**src/rtl/vga_timing_gen.sv**
```systemverilog
// vga_timing_gen
//   Parametrised VGA raster timing generator. A clock divider produces one
//   pixel tick every CLK_DIV cycles; on each tick the registered outputs load
//   the decode of the internal (h, v) counter pair and then h/v advance. The
//   outputs therefore lag the counters by one pixel but are always mutually
//   consistent with the reported X/Y.
//
// Ports
//   clk          in   pixel-domain clock
//   rst_n        in   asynchronous reset, active-low
//   en           in   run enable; low idles the block and restarts the raster
//   pix_tick     out  one-clk pulse per pixel period
//   hsync        out  horizontal sync, active level HS_POL
//   vsync        out  vertical sync, active level VS_POL
//   de           out  display enable, pixel inside the active area
//   x            out  current horizontal position, 0..H_TOTAL-1
//   y            out  current line, 0..V_TOTAL-1
//   line_start   out  high for the pixel period of x==0
//   frame_start  out  high for the pixel period of x==0, y==0
//   vblank       out  high while y >= V_ACTIVE
module vga_timing_gen #(
    parameter int unsigned H_ACTIVE = 640,
    parameter int unsigned H_FP     = 16,
    parameter int unsigned H_SYNC   = 96,
    parameter int unsigned H_BP     = 48,
    parameter int unsigned V_ACTIVE = 480,
    parameter int unsigned V_FP     = 10,
    parameter int unsigned V_SYNC   = 2,
    parameter int unsigned V_BP     = 33,
    parameter int unsigned HS_POL   = 0,
    parameter int unsigned VS_POL   = 0,
    parameter int unsigned CLK_DIV  = 1,
    localparam int unsigned H_TOTAL = H_ACTIVE + H_FP + H_SYNC + H_BP,
    localparam int unsigned V_TOTAL = V_ACTIVE + V_FP + V_SYNC + V_BP,
    localparam int unsigned XW      = $clog2(H_TOTAL),
    localparam int unsigned YW      = $clog2(V_TOTAL)
) (
    input  logic          clk,
    input  logic          rst_n,
    input  logic          en,
    output logic          pix_tick,
    output logic          hsync,
    output logic          vsync,
    output logic          de,
    output logic [XW-1:0] x,
    output logic [YW-1:0] y,
    output logic          line_start,
    output logic          frame_start,
    output logic          vblank
);

    // Every porch/sync/active width must be non-zero, so all sync windows end
    // strictly before the last counter value and fit the XW/YW-bit compares.
    if (H_ACTIVE == 0 || H_FP == 0 || H_SYNC == 0 || H_BP == 0 ||
        V_ACTIVE == 0 || V_FP == 0 || V_SYNC == 0 || V_BP == 0) begin : g_bad_timing
        $error("vga_timing_gen: timing parameters must all be non-zero");
    end
    if (CLK_DIV < 1) begin : g_bad_div
        $error("vga_timing_gen: CLK_DIV must be at least 1");
    end

    localparam int unsigned DW = (CLK_DIV > 1) ? $clog2(CLK_DIV) : 1;

    localparam logic [DW-1:0] DIV_LAST = DW'(CLK_DIV - 1);
    localparam logic [XW-1:0] H_LAST   = XW'(H_TOTAL - 1);
    localparam logic [YW-1:0] V_LAST   = YW'(V_TOTAL - 1);
    localparam logic [XW-1:0] H_ACT    = XW'(H_ACTIVE);
    localparam logic [XW-1:0] HS_BEG   = XW'(H_ACTIVE + H_FP);
    localparam logic [XW-1:0] HS_END   = XW'(H_ACTIVE + H_FP + H_SYNC);
    localparam logic [YW-1:0] V_ACT    = YW'(V_ACTIVE);
    localparam logic [YW-1:0] VS_BEG   = YW'(V_ACTIVE + V_FP);
    localparam logic [YW-1:0] VS_END   = YW'(V_ACTIVE + V_FP + V_SYNC);
    localparam logic          HS_ON    = (HS_POL != 0);
    localparam logic          VS_ON    = (VS_POL != 0);

    logic [DW-1:0] div_q;
    logic [XW-1:0] h_q;
    logic [YW-1:0] v_q;

    logic          tick;
    logic [DW-1:0] div_d;
    logic [XW-1:0] h_d;
    logic [YW-1:0] v_d;
    logic          de_d;
    logic          hs_act;
    logic          vs_act;
    logic          h_wrap;

    always_comb begin
        tick   = en && (div_q == DIV_LAST);
        div_d  = tick ? '0 : div_q + 1'b1;

        h_wrap = (h_q == H_LAST);
        h_d    = h_wrap ? '0 : h_q + 1'b1;
        v_d    = v_q;
        if (h_wrap) begin
            v_d = (v_q == V_LAST) ? '0 : v_q + 1'b1;
        end

        de_d   = (h_q < H_ACT) && (v_q < V_ACT);
        hs_act = (h_q >= HS_BEG) && (h_q < HS_END);
        vs_act = (v_q >= VS_BEG) && (v_q < VS_END);
    end

    always_ff @(posedge clk or negedge rst_n) begin
        if (!rst_n) begin
            div_q       <= '0;
            h_q         <= '0;
            v_q         <= '0;
            pix_tick    <= 1'b0;
            hsync       <= ~HS_ON;
            vsync       <= ~VS_ON;
            de          <= 1'b0;
            x           <= '0;
            y           <= '0;
            line_start  <= 1'b0;
            frame_start <= 1'b0;
            vblank      <= 1'b0;
        end else if (!en) begin
            // Idle state is identical to reset so re-enabling starts at (0,0).
            div_q       <= '0;
            h_q         <= '0;
            v_q         <= '0;
            pix_tick    <= 1'b0;
            hsync       <= ~HS_ON;
            vsync       <= ~VS_ON;
            de          <= 1'b0;
            x           <= '0;
            y           <= '0;
            line_start  <= 1'b0;
            frame_start <= 1'b0;
            vblank      <= 1'b0;
        end else begin
            div_q    <= div_d;
            pix_tick <= tick;
            if (tick) begin
                hsync       <= hs_act ? HS_ON : ~HS_ON;
                vsync       <= vs_act ? VS_ON : ~VS_ON;
                de          <= de_d;
                x           <= h_q;
                y           <= v_q;
                line_start  <= (h_q == '0);
                frame_start <= (h_q == '0) && (v_q == '0);
                vblank      <= (v_q >= V_ACT);
                h_q         <= h_d;
                v_q         <= v_d;
            end
        end
    end

endmodule

```
**config.mk**
```make
export PLATFORM = sky130hd
export DESIGN_NAME = vga_timing_gen
export DESIGN_NICKNAME = d
export VERILOG_FILES = /design/src/rtl/vga_timing_gen.sv
export SDC_FILE = /design/constraint.sdc
export NUM_CORES = 1
export LEC_CHECK = 0
export CAP_MARGIN = 10
export CORE_MARGIN = 8
export CORE_UTILIZATION = 45
export DETAILED_ROUTE_END_ITERATION = 6
export PLACE_DENSITY = 0.72
export REMOVE_ABC_BUFFERS = 1
export SETUP_SLACK_MARGIN = 0.2
export SYNTH_ARGS = -nofsm -noshare
export SYNTH_HDL_FRONTEND = slang
export SYNTH_SLANG_ARGS = --single-unit
```
**constraint.sdc**
```tcl
create_clock -name clk -period 2.4 [get_ports clk]
set_input_delay 0.48 -clock clk [delete_from_list [all_inputs] [get_ports clk]]
set_output_delay 0.48 -clock clk [all_outputs]
set_load 0.01 [all_outputs]
```
**After elaboration in Yosys (flattened, before gate mapping)**

Cells that the tools add are included.

- Flip-flop bits (word level): 48
- Input bits: 3
- Output and inout port bits: 27
- Word-level logic and storage cells: 63

- Add/sub/neg operators: 3
- $lt $le $gt $ge: 7
- Eq/ne operators: 4
- Muxes and demuxes: 28
- Bitwise logic cells: 1
- Reductions and logical operators: 8

Operators by type and width:

| kind | count |
|---|---|
| $mux 10 | 11 |
| $add 10x1->10 const B | 2 |
| $eq 10x10->1 const B | 2 |
| $ge 10x9->1 const B | 2 |
| $logic_not 10->1 | 2 |
| $lt 10x10->1 const B | 2 |
| $lt 10x9->1 const B | 2 |
| $mux 1 | 17 |
| $ge 10x10->1 const B | 1 |
| $logic_and 1x1->1 | 5 |
| $ne 2x1->1 const B | 2 |
| $reduce_and 2->1 | 1 |
| $add 1x1->1 const B | 1 |
| $not 1->1 | 1 |

**Depth between registers and ports, before layout**

Gate-level depths: netlist (run 1).

- Depth in word-level cells: 5
- Mapped depth: 6
- Mapped depth without buffers: 6

**Least setup slack after synthesis (run 1)**

OpenSTA, ideal clock, no wires.

- Path kind: reg2reg
- From: reg v_q[0]
- To: reg v_q[0]
- Setup time: 125 ps
- Data arrival time: 1989 ps
- Data required time: 2275 ps
- Path slack: 286 ps
- Cell stages (with the launch flop): 7
- Path buffers: 0
- Period minus slack after synthesis: 2114 ps
- Path through: dfrtp_1 inv_1 ha_1 or4b_4 o41ai_4 nor2b_2 mux2_4

- Word-level cells in the longest chain between the ends: 5
- Elaborated cells between the ends (all ways): 6
- Classes of those cells: add/sub: 1; eq/ne: 1; mux: 4

RTL lines:

| item | line | text |
|---|---|---|
| from (decl) | 78 | `logic [YW-1:0] v_q;` |
| from (signal assigned) | 146 | `v_q <= v_d;` |
| $add 10x1->10 or $eq 10x10->1 (tied branches) | 97 | `v_d = (v_q == V_LAST) ? '0 : v_q + 1'b1;` |
| $mux 10 * | 97 |  |
| $mux 10 * | 96 | `if (h_wrap) begin` |
| $mux 10 * | 136 | `if (tick) begin` |
| $mux 10 * | 119 | `end else if (!en) begin` |

Mark *: on every way between the ends. The rest lies on a longest branch, timed or not. The select of a mux whose other input is x is not followed.
A chain may end at the register's enable or synchronous reset.

**Worst setup path after layout (run 1)**

- From: reg v_q[0]
- To: reg v_q[8]

Same word-level chain as after synthesis.

==> summary by stage, run 1 <==
Power and ir drop
The share of total power dissipated in sequential elements is 0.571. The ratio of total power to cell area is 487 nW/um2. The analysis attributes to net switching a power of roughly 0.33 mW. The share of total power dissipated in the clock network is 0.331.

For this design the static power due to leakage is 1.31 nW. The maximum vdd ir drop is about 0.00024 V. Of the total power, combinational logic draws 0.098. The internal power contribution is 1.12 mW. The switching share of total power is 0.229.

STA
Setup repair after global routing could not meet its margin everywhere. The share of the cycle needed by the critical path after routing is 0.890. Summed over all failing endpoints, the final setup total negative slack is 0 ns. The max-slew violation count was 0. The worst path needs 2.14 ns of the cycle, external delays included. The relative slew slack is 0.578. For this run, the top clock speed supported by timing is ~0.47 GHz. The post-route clock skew is 0.00625 ns. Setup violations remaining at the end of the flow were counted as 0. For the pin with the worst max-slew slack, the measured transition is 0.628 ns. The worst path setup slack after routing is between 0.2 and 0.3 ns. The hold violation count in the final report is 0.

Synth
Yosys mapped a number of flops with a built-in enable equal to 0. After synthesis, the cell types taking the most area are sky130_fd_sc_hd__dfrtp_1 (48%), sky130_fd_sc_hd__mux2i_1 (8.3%), sky130_fd_sc_hd__nor2b_1 (6.7%). The synthesized design contains 48 register bits.

The most numerous cell in the Yosys netlist is sky130_fd_sc_hd__dfrtp_1. Counting instances in the post-synthesis netlist gives the leading cell types as sky130_fd_sc_hd__dfrtp_1 (46), sky130_fd_sc_hd__nor2b_1 (26), sky130_fd_sc_hd__mux2i_1 (20). In the synthesized netlist, the number of instances is ~230.

The Yosys step of the flow raised 0 warnings. In the synthesized netlist the dominant register cell turns out to be sky130_fd_sc_hd__dfrtp_1. The synthesized netlist contains between 40 and 50 unique library cells. After synthesis, the share of flip-flops with an asynchronous set or reset is 1.00. sky130_fd_sc_hd__dfrtp_1 takes more of the synthesized area than any other cell. In this run the cell area of the synthesized design comes to roughly 2400 um2. The post-synthesis area per instance is ~11 um2. The top-area cell type share of the netlist area is 0.477. The part of the Yosys area used for sequential elements is 0.499.

Floorplanning
30 I/O pins were placed. The floorplan step set the die width to 89.2 um. The core region area is roughly 5000 um2. In this run the vertical extent of the chip is approximately 90 um. The area of the die is 7960 um2. The starting density of the core is 0.470. The floorplan row count is 26.

Clock network
The number of sinks on the clock net is 48. The clock passes through at most 2 buffers. Clock latency on the worst-skew pair, taken at its later pin, is between 0.2 and 0.3 ns. TritonCTS built the clock tree. The number of H-tree levels is 2. The number of buffers inserted during clock tree synthesis is 5.

The cell sitting at the root of the clock tree is a sky130_fd_sc_hd__clkbuf_8. The post-CTS clock slew at the launch and capture registers of the worst setup and hold paths is about 0.080 ns.

Worst hold path
The class of the most critical hold timing path is input pin to asynchronous set/reset pin.

Run status
The run finished with clean final reports.

Place
After legalization and detailed placement, the total HPWL measured about 3600 um. The area of placed instances is 2810 um2. Before CTS, the worst setup slack after placement is 0.0853 ns. The final RePlAce weighted congestion is approximately 0.88. The count of buffers added on input and output ports is 29.

Detailed routing
Wires add up to ~5100 um. In the final routed layout, each cell accounts on average for ~15 um. For this block, the initial DRC count from the detailed router was 126. Once detail routing completed, the nets flagged for antenna violations numbered 0. In the routed layout, each cell is associated on average with a via count of 5.28. The number of iterations in the first detailed-routing pass is 4. For this run, design rule violations remaining after detail routing come to 0. The number of vias after detailed routing is around 1800.

Setup path
The critical path contains buffers and inverters numbering 2 combined. The endpoint identified for the worst register-to-register timing path is v_q[8]. The maximum net fanout on the critical path is 5. In this run the register-to-register setup slack is about 0.26 ns. The startpoint kind of the worst setup timing path is a flop.

The maximum cell stage delay along the critical path is 0.47 ns. In this run the worst setup path terminates at v_q[8]. The critical path in this run is classified as flop to flop.

At the worst endpoint, the required time is between 2 and 3 ns. The worst setup path is captured at a flop. Counting buffers and inverters, the worst setup path is 7 cells deep. The critical path goes through inv_2 > ha_4 > or4b_4 > o41ai_4 > buf_4 > o21ai_1 > a22o_1. The critical path launch point is v_q[0].

In this run the critical register-to-register path is launched from v_q[0]. The worst reg-to-reg path cell count is 7. The gate family responsible for the most delay along the worst path is compound AO/OA/AOI/OAI gates. The arrival time at the worst endpoint is approximately 2.3 ns. For this design, the slowest cell found on the critical path is sky130_fd_sc_hd__or4b_4.

Finish
Once layout is done, the placed cells without fillers occupy roughly 3000 um2. The layout cell share with drive strength beyond 1 is 0.144. Once layout is complete, the utilization of the core stands at 0.581.

0 antenna diodes ended up in the layout. The post-synthesis to final-layout area growth is 23.7%. At the end of the flow, the number of nets in the layout was approximately 280.

Global routing
The global-route usage over all layers is 0.142. The first global-routing pass estimated slightly below 9000 um of wire. The number of global-route vias before repair came to between 1500 and 2000.

For this run the aggregate overflow at the end of global routing stands at 0. Entering global routing, the biggest net connects 38 pins. The number of antenna violations at the first check in global routing is 0.

Run
The tool flagged a number of max-cap violations equal to 0.
-- logic make-up (layout without fill, tap and decap cells) --
| logic type | count (synthesis) | count (layout) | synth area share |
|---|---|---|---|
| buf+inv | 21 | 62 | 0.0368 |
| compound gates | 31 | 31 | 0.0985 |
| flops | 48 | 48 | 0.499 |
| xor+xnor | 7 | 7 | 0.0254 |
| simple gates | 95 | 95 | 0.224 |
| mux | 21 | 21 | 0.0892 |
| fa+ha+maj | 5 | 5 | 0.0259 |
| other cells | 1 | 1 | 0.00155 |
-- power by group through the flow --
stage | Sequential (mW) | Clock (mW) | Combinational, mW
3_3_place_gp | 0.847 | 0 | 0.131
4_1_cts | 0.831 | 0.494 | 0.135
3_5_place_dp | 0.847 | 0 | 0.132
2_1_floorplan | 0.857 | 0 | 0.0554
5_1_grt | 0.833 | 0.526 | 0.159
6_report | 0.831 | 0.482 | 0.142
-- repair_timing --
action                                  4_1_cts  5_1_grt
endpoints found under the setup margin        7        8
resized for setup                             1        6
hold buffers                                  0        0
buffers inserted                              1        7
cloned                                        0        0
pin swaps                                     1        8
-- cell type report --
class | count | area, um2
tap | 70 | 87.6
inverter | 5 | 18.8
clock buffer | 8 | 90.1
timing repair buffer | 49 | 435
multi-input combinational | 160 | 1150
sequential | 48 | 1200
fill | 483 | 2150
-- layout by cell type (no fill, tap or decap), drive strengths merged, types with 2 or more instances in the layout --
master,count
or4b,2
clkbuf,8
ha,5
clkdlybuf4s50,28
and3,3
nand4b,2
a21boi,3
nor4b,2
buf,21
mux2i,20
nor4,2
nand3,13
nand3b,2
o21ai,14
o311ai,2
nand2,12
nor2,10
and2,3
nor3,8
nor2b,27
o41ai,3
inv,5
nand4,5
dfstp,2
xor2,7
dfrtp,46
or3,2
a22o,6
-- routing by layer --
| metal | vias to the layer above | part of all wire | global-route usage | wire length [um] |
|---|---|---|---|---|
| met3 | 6 | 0.046 | 0.0294 | 233 |
| met1 | 861 | 0.48 | 0.195 | 2430 |
| met5 | - | 0 | 0 | 0 |
| li1 | 891 | - | - | - |
| met2 | 36 | 0.46 | 0.214 | 2360 |
| met4 | 0 | 0.015 | 0.0498 | 74 |
-- flip-flops by register name, summed over array words and instances, names as in the netlist --
signal and cells:
de 1, div_q 1, frame_start 1, h_q 10, hsync 1, line_start 1, pix_tick 1, v_q 10
vblank 1, vsync 1, x 10, y 10
-- worst min-delay path by stage --
stage,startpoint,to,cells after the start
3_5_place_dp,rst_n,y[2],1
5_1_grt,rst_n,y[3],1
2_1_floorplan,rst_n,de,0
4_1_cts,rst_n,y[2],1
6_report,rst_n,y[2],1
3_3_place_gp,rst_n,y[2],1
-- worst register-to-register path: cells and delay by family (launching register included) --
| family | cells | cell delay [ns] |
|---|---|---|
| AOI/OAI and AO/OA | 3 | 0.70 |
| adders and majority gates | 1 | 0.12 |
| buffers and inverters | 2 | 0.31 |
| DFF | 1 | 0.42 |
| and+or+nand+nor | 1 | 0.47 |
-- per-stage QoR --
| stage | hold WS [ns] | power, mW | cells |
|---|---|---|---|
| finish | 0.153 | 1.46 | 340 |
| global route | 0.190 | 1.52 | 340 |
| CTS | 0.172 | 1.46 | 333 |
| detailed placement | 0.495 | 0.979 | 324 |
| global placement | 0.492 | 0.978 | 324 |
| floorplan | 0.184 | 0.913 | 213 |
(Power assumes the default switching activity.)
==> run 2, diff against run 1 <==
--- a/config.mk
+++ b/config.mk
@@ -9,9 +9,10 @@
 export CORE_MARGIN = 8
 export CORE_UTILIZATION = 45
 export DETAILED_ROUTE_END_ITERATION = 6
-export PLACE_DENSITY = 0.72
+export PLACE_DENSITY = 0.64
 export REMOVE_ABC_BUFFERS = 1
 export SETUP_SLACK_MARGIN = 0.2
+export SLEW_MARGIN = 20
 export SYNTH_ARGS = -nofsm -noshare
 export SYNTH_HDL_FRONTEND = slang
 export SYNTH_SLANG_ARGS = --single-unit
==> summary by stage, run 2 (same netlist as run 1, synthesis figures left out) <==
STA
The relative slew slack is 0.607 (+0.0295). Setup repair after global routing could not meet its margin everywhere. The number of failing setup endpoints in the final timing report came to 0 (unchanged). The total negative slack for setup checks is 0 ns (unchanged). The shortest clock period the worst path allows after layout is 2.14 ns (+0.000913 ns).

The hold violation count in the final report is 0 (unchanged). The share of the cycle needed by the critical path after routing is 0.890 (about the same). The max-slew violation count is 0 (unchanged).

The post-route clock skew came to 0.0108 ns (+0.00456 ns). The worst path setup slack after routing was 0.264 ns (-0.000913 ns). The fmax is 0.468 GHz (about the same). The measured slew at the worst slew-check pin is 0.584 ns (-0.0438 ns).

The minimum hold slack is 0.130 ns (-0.0231 ns).

Power and ir drop
The proportion of power drawn by the clock network is 0.318 (-0.013). The logic gate share of total power came to 0.099 (about the same). The ratio of total power to cell area is 485 nW/um2 (-0.42%). The maximum vdd ir drop is 0.000432 V (+77%). The switching share of total power is 0.238 (+0.00888).

The final total power is 1.43 mW (-2.0%). The net switching power figure is 0.339 mW (+1.8%). The sequential power share is 0.583 (+0.012). The internal power contribution came to 1.09 mW (-3.2%).

The leakage power summed over all cells came to 1.28 nW (-1.8%).

Setup path
In this run the critical register-to-register path is launched from v_q[0]. Broken down by cell family, the worst path's largest delay share belongs to simple AND/OR/NAND/NOR gates. The slack of the worst reg-to-reg path was 0.26 ns (about the same). The cell at the slowest stage of the critical path is sky130_fd_sc_hd__or4b_4. The number of gates on the worst path with buffers counted is 7 (unchanged). The maximum cell stage delay along the critical path was 0.47 ns (about the same).

The worst reg-to-reg path cell count is 7 (unchanged). The critical path goes through inv_2 > ha_1 > or4b_4 > o41ai_4 > buf_4 > nor2b_2 > mux2_4. The combined buffer and inverter count along the critical path was 2 (unchanged). The maximum net fanout on the critical path is 7 (+2). The kind of end point of the critical path is a flop.

The worst setup path category is flop to flop. The arrival time at the worst endpoint came to 2.33 ns (about the same). The data required time at the worst endpoint was 2.60 ns (about the same). The capture instance of the worst register-to-register path is v_q[0]. The startpoint kind of the worst setup timing path is a flop.

Floorplanning
The starting density of the core came to 0.470 (unchanged). The area of the die came to 7960 um2 (unchanged). The die width is 89.2 um (unchanged).

The core region area is 5140 um2 (unchanged). The die extent in y came to 89.2 um (unchanged). The number of top-level pins is 30 (unchanged). The floorplan row count came to 26 (unchanged).

Finish
Leaving out fill and tap cells, the most frequent cells in the layout are sky130_fd_sc_hd__dfrtp_1 (46), sky130_fd_sc_hd__clkdlybuf4s50_1 (28), sky130_fd_sc_hd__nor2b_1 (26), sky130_fd_sc_hd__mux2i_1 (20), sky130_fd_sc_hd__buf_4 (15). The final instance count without filler cells came to 335 (-1.5%). The footprint of the flip-flops and latches is 1200 um2 (-0.10%).

The multi-input logic area is 1130 um2 (-1.4%). The net total in the final layout is 273 (-1.4%). The area growth from synthesis to layout is 21.7%. The layout cell share with drive strength beyond 1 is 0.113 (-0.0312). The post-layout instance area came to 2940 um2 (-1.6%). The antenna diode instance count is 0 (unchanged).

The utilization after layout came to 0.571 (-0.00949). Leaving out fill and tap cells, the most frequent cell in the layout is sky130_fd_sc_hd__dfrtp_1. The count of fill cells added during filler insertion was 486 (+0.62%).

Detailed routing
The post-route antenna net violation count is 0 (unchanged). The detailed-route DRC error count is 0 (unchanged). The total wire length came to 5040 um (-1.1%). The number of iterations in the first detailed-routing pass was 4 (unchanged). The violation count after the first detailed-routing iteration is 159 (+26%).

The number of vias after detailed routing was 1796 (+0.11%). The routed wirelength normalized by instance count is 15.0 um (+0.34%). The mean number of vias per cell is 5.36 (+1.6%).

Global routing
The largest net degree at the start of global routing came to 49 (+29%). The aggregate global routing overflow is 0 (unchanged). The number of global-route vias before repair is 1743 (-2.1%). The number of antenna violations at the first check in global routing is 0 (unchanged). The global-route usage over all layers is 0.138 (-0.00332).

The global-route wire length before repair is 8500 um (-3.5%).

Clock network
The post-CTS clock slew at the launch and capture registers of the worst setup and hold paths is 0.09 ns (about the same). TritonCTS built the clock tree. The number of H-tree levels came to 2 (unchanged).

The clock latency on the worst-skew pair is 0.30 ns (about the same). The number of sinks on the clock net is 48 (unchanged). Clock tree synthesis selected as its root buffer the cell sky130_fd_sc_hd__clkbuf_8. The maximum buffer depth of the clock tree came to 2 (unchanged). The number of buffers inserted during clock tree synthesis was 5 (unchanged).

Run status
The run finished with clean final reports.

Place
The area of placed instances came to 2820 um2 (+0.45%). The total half-perimeter wirelength after legalization and detailed placement came to 3420 um (-3.8%). The setup slack at placement is 0.0683 ns (-0.0170 ns). The placed instance count was 324 (unchanged). The count of input and output buffers is 29 (unchanged).

The final RePlAce weighted congestion was 0.833 (-5.8%).

Worst hold path
The worst hold path belongs to the class input pin to asynchronous set/reset pin.

Run
The number of max-capacitance violations reported came to 0 (unchanged).
==> run 2: cell type report <==
type | count | share of cell area
inverter | 5 | 0.00639
sequential | 48 | 0.410
tap | 70 | 0.0298
timing repair buffer | 45 | 0.142
multi-input combinational | 160 | 0.386
clock buffer | 7 | 0.0260
==> run 2: power by group through the flow <==
| stage | registers, mW | clock network [mW] | logic [mW] |
|---|---|---|---|
| floorplan | 0.857 | 0 | 0.0554 |
| global placement | 0.847 | 0 | 0.133 |
| detailed placement | 0.847 | 0 | 0.133 |
| CTS | 0.831 | 0.471 | 0.137 |
| global route | 0.833 | 0.495 | 0.157 |
| finish | 0.831 | 0.454 | 0.141 |
==> run 2: how the worst max path moves through the flow <==
| stage | slack (ns) | from | endpoint |
|---|---|---|---|
| after floorplan | -0.14 | div_q | v_q[0] |
| after global placement | 0.14 | v_q[0] | v_q[5] |
| after detailed placement | 0.07 | v_q[0] | v_q[5] |
| final | 0.26 | v_q[0] | v_q[0] |
| after global routing | 0.17 | v_q[0] | v_q[0] |
| after CTS | 0.21 | h_q[1] | v_q[0] |
==> run 2: routing by layer <==
layer | up-vias | global-route usage | routed length [um]
met2 | 41 | 0.205 | 2160
met1 | 865 | 0.187 | 2510
li1 | 881 | - | -
met5 | - | 0 | 0
met4 | 0 | 0.0589 | 99
met3 | 9 | 0.0340 | 271
==> run 2: timing repair <==
action,4_1_cts,5_1_grt
gates resized for setup,0,2
setup endpoints to repair,7,9
pin swaps,1,5
hold buffers,0,0
buffers inserted,2,2
hold endpoints to repair,0,0
==> run 2: worst register-to-register path, cell delays in order, from the launching register on <==
cell and delay, ns:
sky130_fd_sc_hd__dfrtp_1 0.41, sky130_fd_sc_hd__inv_2 0.09, sky130_fd_sc_hd__ha_1 0.13, sky130_fd_sc_hd__or4b_4 0.47, sky130_fd_sc_hd__o41ai_4 0.36, sky130_fd_sc_hd__buf_4 0.20
sky130_fd_sc_hd__nor2b_2 0.08, sky130_fd_sc_hd__mux2_4 0.27
